[src/rtl/edge_detect_pkg.sv]
// Shared state types for the per-channel edge detector FSMs.
// Binary encodings are fixed so the unused Moore code (2'd3) is well defined.
package edge_detect_pkg;

  typedef enum logic [1:0] {
    ZERO = 2'd0,
    EDGE = 2'd1,
    ONE  = 2'd2
  } moore_state_e;

  typedef enum logic {
    M_ZERO = 1'b0,
    M_ONE  = 1'b1
  } mealy_state_e;

endpackage

[src/rtl/edge_detect_pair_if.sv]
// Level inputs and the two tick outputs for all channels, bundled as one interface.
interface edge_detect_pair_if #(
  parameter int N_CH = 1
);

  logic [N_CH-1:0] level;
  logic [N_CH-1:0] tick_mealy;
  logic [N_CH-1:0] tick_moore;

  modport master (
    output level,
    input  tick_mealy,
    input  tick_moore
  );

  modport slave (
    input  level,
    output tick_mealy,
    output tick_moore
  );

endinterface

[src/rtl/edge_detect_ch.sv]
// One channel: a 3-state Moore detector (registered tick) and a 2-state Mealy
// detector (zero-latency tick), both driven from the same level input.
import edge_detect_pkg::*;

module edge_detect_ch (
  input  logic clk,
  input  logic rst,
  input  logic level,
  output logic tick_mealy,
  output logic tick_moore
);

  moore_state_e moore_state;
  moore_state_e moore_next;
  mealy_state_e mealy_state;
  mealy_state_e mealy_next;

  always_ff @(posedge clk) begin
    if (!rst) begin
      moore_state <= ZERO;
      mealy_state <= M_ZERO;
    end else begin
      moore_state <= moore_next;
      mealy_state <= mealy_next;
    end
  end

  // The unused Moore code falls back to ZERO
  always_comb begin
    moore_next = ZERO;
    case (moore_state)
      ZERO:    moore_next = level ? EDGE : ZERO;
      EDGE:    moore_next = level ? ONE  : ZERO;
      ONE:     moore_next = level ? ONE  : ZERO;
      default: moore_next = ZERO;
    endcase
  end

  always_comb begin
    mealy_next = M_ZERO;
    case (mealy_state)
      M_ZERO:  mealy_next = level ? M_ONE : M_ZERO;
      M_ONE:   mealy_next = level ? M_ONE : M_ZERO;
      default: mealy_next = M_ZERO;
    endcase
  end

  // The Mealy tick is gated by rst so it stays quiet while reset is held
  always_comb begin
    tick_moore = (moore_state == EDGE);
    tick_mealy = rst && (mealy_state == M_ZERO) && level;
  end

endmodule

[src/rtl/edge_detect_pair.sv]
// Top level: N_CH independent edge_detect_ch instances, one per level bit.
import edge_detect_pkg::*;

module edge_detect_pair #(
  parameter int N_CH = 1
) (
  input logic             clk,
  input logic             rst,
  edge_detect_pair_if.slave bus
);

  for (genvar i = 0; i < N_CH; i++) begin : g_ch
    edge_detect_ch u_ch (
      .clk        (clk),
      .rst        (rst),
      .level      (bus.level[i]),
      .tick_mealy (bus.tick_mealy[i]),
      .tick_moore (bus.tick_moore[i])
    );
  end

endmodule

[src/flat_wrapper.sv]
// flat-port wrapper written by rule: the top's interface ports become plain ports
module edge_detect_pair_flat 
#(
  parameter int N_CH = 1
)
  (clk, rst, bus_level, bus_tick_mealy, bus_tick_moore);
  edge_detect_pair_if #(.N_CH(N_CH)) bus_i ();
  input logic clk;
  input logic rst;
  input wire logic [$bits(bus_i.level)-1:0] bus_level;
  output wire logic [$bits(bus_i.tick_mealy)-1:0] bus_tick_mealy;
  output wire logic [$bits(bus_i.tick_moore)-1:0] bus_tick_moore;
  assign bus_i.level = bus_level;
  assign bus_tick_mealy = bus_i.tick_mealy;
  assign bus_tick_moore = bus_i.tick_moore;
  edge_detect_pair #(.N_CH(N_CH)) u_core (.clk(clk), .rst(rst), .bus(bus_i));
endmodule
[config.mk]
export PLATFORM = sky130hd
export DESIGN_NAME = edge_detect_pair_flat
export DESIGN_NICKNAME = d
export VERILOG_FILES = /design/src/rtl/edge_detect_pkg.sv /design/src/rtl/edge_detect_pair_if.sv /design/src/rtl/edge_detect_ch.sv /design/src/rtl/edge_detect_pair.sv /design/src/flat_wrapper.sv
export SDC_FILE = /design/constraint.sdc
export NUM_CORES = 1
export LEC_CHECK = 0
export ABC_AREA = 1
export CORE_AREA = 2 2 39 41
export DETAILED_ROUTE_END_ITERATION = 12
export DIE_AREA = 0 0 41 43
export DONT_BUFFER_PORTS = 1
export PLACE_DENSITY_LB_ADDON = 0.12
export SKIP_LAST_GASP = 1
export SLEW_MARGIN = 20
export SYNTH_ARGS = -nofsm -noshare
export SYNTH_HDL_FRONTEND = slang
export SYNTH_SLANG_ARGS = --single-unit
[constraint.sdc]
create_clock -name clk -period 1.1 [get_ports clk]
set_clock_uncertainty 0.1 [all_clocks]
set_input_delay 0.165 -clock clk [delete_from_list [all_inputs] [get_ports clk]]
set_output_delay 0.165 -clock clk [all_outputs]
set_load 0.01 [all_outputs]
[After elaboration in Yosys (flattened, before gate mapping)]
Cells that the tools add are included.
Storage, ports and cells
  input bits: 3
  word-level logic and storage cells: 13
  flip-flop bits (word level): 3
  output and inout port bits: 2
Cells by class
  multiplexer cells: 4
  bitwise operators: 1
  reduce and logical (&&, ||, !) cells: 4
  equal/unequal tests: 2
Operators with widths (number)
  case mux 2 bit (2 select lines): 1
  == test 2 x 1 -> 1 bit (second input constant): 1
  == test 2 bit (second input constant): 1
  logical AND 1 bit: 2
  logical NOT 2 bit: 1
  two-way mux 1 bit: 2
  two-way mux 2 bit: 1
  OR reduction 2 bit: 1
  NOT 1 bit: 1

[Depth between registers and ports, before layout]
Gate-level depths: netlist of the first run.
  word-level depth: 3
  mapped depth: 4
  mapped depth without buffers: 4

[Worst setup path after synthesis of the first run]
OpenSTA, ideal clock, no wires.
  kind: reg-to-reg
  from: register u_core.g_ch[0].u_ch.moore_state[0]
  to: register u_core.g_ch[0].u_ch.moore_state[1]
  setup slack: 0.142 ns
  arrival: 0.746 ns
  buffers on the path: 0
  clock period less this slack: 0.958 ns
  stages on the path, launching flop included: 5
  required time: 0.888 ns
  cell sequence: dfxtp_1 > inv_1 > ha_1 > nand2_1 > nor2_2
On the way
  cells in the longest elaborated chain, start to end: 3
  elaborated cells between the ends (all ways): 5
  classes of those cells: 2 x eq/ne; 1 x mux; 2 x reduce/logical
Ends and longest elaborated chain
  from (decl): line edge_detect_ch.sv:13  | moore_state_e moore_state;
  from (signal assigned): line edge_detect_ch.sv:23  | moore_state <= moore_next;
  == test 2 x 1 -> 1 bit / == test 2 bit (equally long branches): line edge_detect_ch.sv:31  | case (moore_state)
  OR reduction 2 bit (no line)
  case mux 2 bit (2 select lines) *: line edge_detect_ch.sv:31
Mark *: on every way between the ends. The rest lies on a longest branch, timed or not.
A chain may end at the register's enable or synchronous reset.

[Worst setup path in the final report of the first run]
  from: register u_core.g_ch[0].u_ch.moore_state[1]
  to: output port bus_tick_moore
On the way
  cells in the longest elaborated chain, start to end: 1
Ends and longest elaborated chain
  == test 2 x 1 -> 1 bit: line edge_detect_ch.sv:50  | tick_moore = (moore_state == EDGE);
  to (decl): line flat_wrapper.sv:12  | output wire logic [$bits(bus_i.tick_moore)-1:0] bus_tick_moore;
No other way between the ends.

==> results.txt, run 1 <==
----------------------------------------------------
[Placed design]
  Weighted congestion at the end of routability-driven global placement ... 0.539
  PortBufs ... 0
  Post-DP HPWL ... roughly 170 um
  Total placed cells including tap cells ... 32
  Pre-CTS worst setup slack ... just over 0.08 ns

[Worst hold path]
  Hold crit path type ... in -> out

[Route]
  Via density per instance ... 2.76
  First-pass detailed-route iteration total ... 2
  Remaining design rule violation count ... 0
  Total wire length after detailed routing ... about 230 um
  Routed wire per std cell ... just over 6 um
  Total number of vias ... 102
  Violation count after the first detailed-route iteration ... 1
  Antenna violation net count after detailed routing ... 0

[Floorplan]
  CORE AREA ... 1380 um2
  Number of core rows ... 14
  Die Span Y ... 43 um
  Io pins ... 5
  Width of the die ... 41 um
  Die Area ... 1760 um2
  Starting density of the core ... 10.1%

[GRT]
  Number of global-route vias before repair ... 127
  Global Route Usage Sum ... 4.60%
  Largest net degree at the start of global routing ... 4
  Wire length of the first global-routing pass ... 448 um
  Initial antenna violation count ... 0
  Remaining global-route overflow ... 0

[Synth]
  Synth Cell Area ... 140 um2
  Net count after synthesis ... 22
  Largest cells by area after synthesis ... sky130_fd_sc_hd__dfxtp_1 (43%), sky130_fd_sc_hd__ha_1 (27%), sky130_fd_sc_hd__inv_1 (13%), sky130_fd_sc_hd__nor2_1 (5.4%), sky130_fd_sc_hd__nand2_2 (4.5%)
  Number of synthesis warnings ... 0
  Number of cells produced by synthesis ... 16
  Number of distinct standard cells referenced by the synthesized netlist ... 7
  Share of synthesized area occupied by flip-flops and latches ... between 40% and 50%
  Syn Area/Cell ... 8.76 um2
  Yosys top cell by area ... sky130_fd_sc_hd__dfxtp_1
  Post-synth top area share ... 42.9%
  Flip-flop and latch count after synthesis ... 3

[Clock tree]
  CTS Buf Count ... 3
  Clock transition at path regs ... 0.04 ns
  Clk_lat worst skew ... 0.23 ns
  Number of levels the H-tree was split into ... 1
  Clock tree from TritonCTS ... yes
  Number of buffers inserted to repair setup after CTS ... 0
  Clk Tree Root Cell ... sky130_fd_sc_hd__clkbuf_4
  Maximum number of buffers from clock root to sink ... 2
  Count of clock tree sinks ... 3

[Timing]
  Number of endpoints failing setup at the final stage ... 0
  Maximum achievable frequency ... 0.938 GHz
  Period minus WS final ... 1.07 ns
  Final period util ... between 90 and 100%
  Number of failing hold endpoints at the final stage ... 0
  Post-route setup slack ... approximately 0.034 ns
  Max-slew violation count ... 0
  Worst hold slack ... 0.332 ns
  Worst-case headroom to the max-slew limit ... 85.4%
  Slew at the pin closest to its max-slew limit ... 0.217 ns
  RSZ-0062 raised after global routing ... true
  Setup total negative slack ... 0 ns

[Pwr]
  Worst IR drop on VDD ... 0.690 mV
  Pwr Total ... roughly 0.33 mW
  Total power divided by cell area ... 1580 nW/um2
  Leakage power summed over all cells ... 0.0978 nW

[Flow run]
  Max cap viols ... 0

[Layout]
  Antenna diode count ... 0
  Most used cells in the layout excluding fill and tap cells ... sky130_fd_sc_hd__inv_1 (5), sky130_fd_sc_hd__clkbuf_4 (3), sky130_fd_sc_hd__nor2_1 (2), sky130_fd_sc_hd__ha_1 (2), sky130_fd_sc_hd__dfxtp_1 (2)
  Layout-stage area growth over the synthesis result ... 50.0%
  Ratio of cells with drive above 1 in the final layout ... 33.3%
  Non-filler cells in the finished layout ... 37
  Most common library cell in the layout ignoring fill and taps ... sky130_fd_sc_hd__inv_1
  Number of nets in the layout ... 28

[Setup path]
  Slowest cell on the critical path ... sky130_fd_sc_hd__dfxtp_1
  Critical path endpoint category ... primary output
  Maximum fanout encountered on the critical timing path ... 2
  Setup slack of the worst register-to-register path ... 0.09 ns
  Largest stage delay on the critical path ... 0.32 ns
  Ordered list of cells on the worst path ... inv_1 > ha_4
  Startpoint kind of the worst setup timing path ... register
  Critical Path RT ... 0.83 ns
  Arrival time reported for the critical path endpoint ... 0.80 ns
  Worst Setup Path Type ... reg -> out

[Run status]
  Run status ... complete, no violations

----------------------------------------------------
-- report_power, final --
part           internal (mW)  switching (mW)  leakage, nW
combinational         0.0112          0.0134       0.0577
sequential             0.116         0.00441       0.0251
clock                  0.136          0.0520       0.0150
-- layer usage --
layer / global-route usage, % / vias up / part of all wire (%)
met5: 0 / - / 0
met4: 6.00 / 0 / 0
met3: 4.71 / 0 / 4.9
met2: 4.69 / 3 / 46
met1: 4.14 / 44 / 48
li1: - / 55 / -
-- synthesized netlist by cell type (all sizes together) --
| master | n |
|---|---|
| inv | 5 |
| dfxtp | 3 |
| ha | 3 |
| nor2 | 3 |
| nand2 | 2 |
-- critical path: cells and delay by family (launching register included) --
family	cells	cell delay, ns
DFF	1	0.32
adders and majority gates	1	0.17
buffers and inverters	1	0.08
-- area by class of cell --
cell class,count,area [um2]
multi-input cells,8,73.8
flip-flops and latches,3,61.3
inverters,5,18.8
clock buffers,4,26.3
fillers,157,1170
well taps,16,20.0
repair buffers,1,10.0
-- per-stage QoR --
stage | util, % | instance area, um2
final | 15.2 | 210
after global routing | 15.2 | 210
after CTS | 14.4 | 199
after detailed placement | 11.6 | 160
after global placement | 11.6 | 160
after floorplan | - | 140
-- cells by family after synthesis --
kind of cell | Yosys count | synth area share, %
adders and majority gates | 3 | 26.8
and+or+nand+nor | 5 | 17.0
buffers and inverters | 5 | 13.4
DFF | 3 | 42.9
-- repair_timing --
action	in CTS	in global routing
hold buffers	1	0
gates resized for setup	1	2
setup endpoints to repair	1	1
hold endpoints to repair	3	0
-- flip-flops by register name, indices dropped and copies added (netlist names) --
signal                        count
u_core.g_ch.u_ch.mealy_state      1
u_core.g_ch.u_ch.moore_state      2
-- worst paths after layout --
path                            cells after the start                                     startpoint                                       endpoint
worst max register to register                      4  u_core.g_ch[0].u_ch.moore_state[0]$_SDFF_PN0_  u_core.g_ch[0].u_ch.moore_state[1]$_SDFF_PN0_
worst max-delay path                                2  u_core.g_ch[0].u_ch.moore_state[1]$_SDFF_PN0_                                 bus_tick_moore
worst min register to register                      4  u_core.g_ch[0].u_ch.moore_state[1]$_SDFF_PN0_  u_core.g_ch[0].u_ch.moore_state[1]$_SDFF_PN0_
worst min-delay path                                2                                      bus_level                                 bus_tick_mealy
(Power assumes the default switching activity.)
==> run 2, diff against run 1 <==
--- a/config.mk
+++ b/config.mk
@@ -6,10 +6,12 @@
 export NUM_CORES = 1
 export LEC_CHECK = 0
 export ABC_AREA = 1
+export CAP_MARGIN = 5
 export CORE_AREA = 2 2 39 41
 export DETAILED_ROUTE_END_ITERATION = 12
 export DIE_AREA = 0 0 41 43
 export DONT_BUFFER_PORTS = 1
+export HOLD_SLACK_MARGIN = 0.03
 export PLACE_DENSITY_LB_ADDON = 0.12
 export SKIP_LAST_GASP = 1
 export SLEW_MARGIN = 20
==> results of run 2 <==
No change in the layout: final DEF, timing and power equal those of run 1.
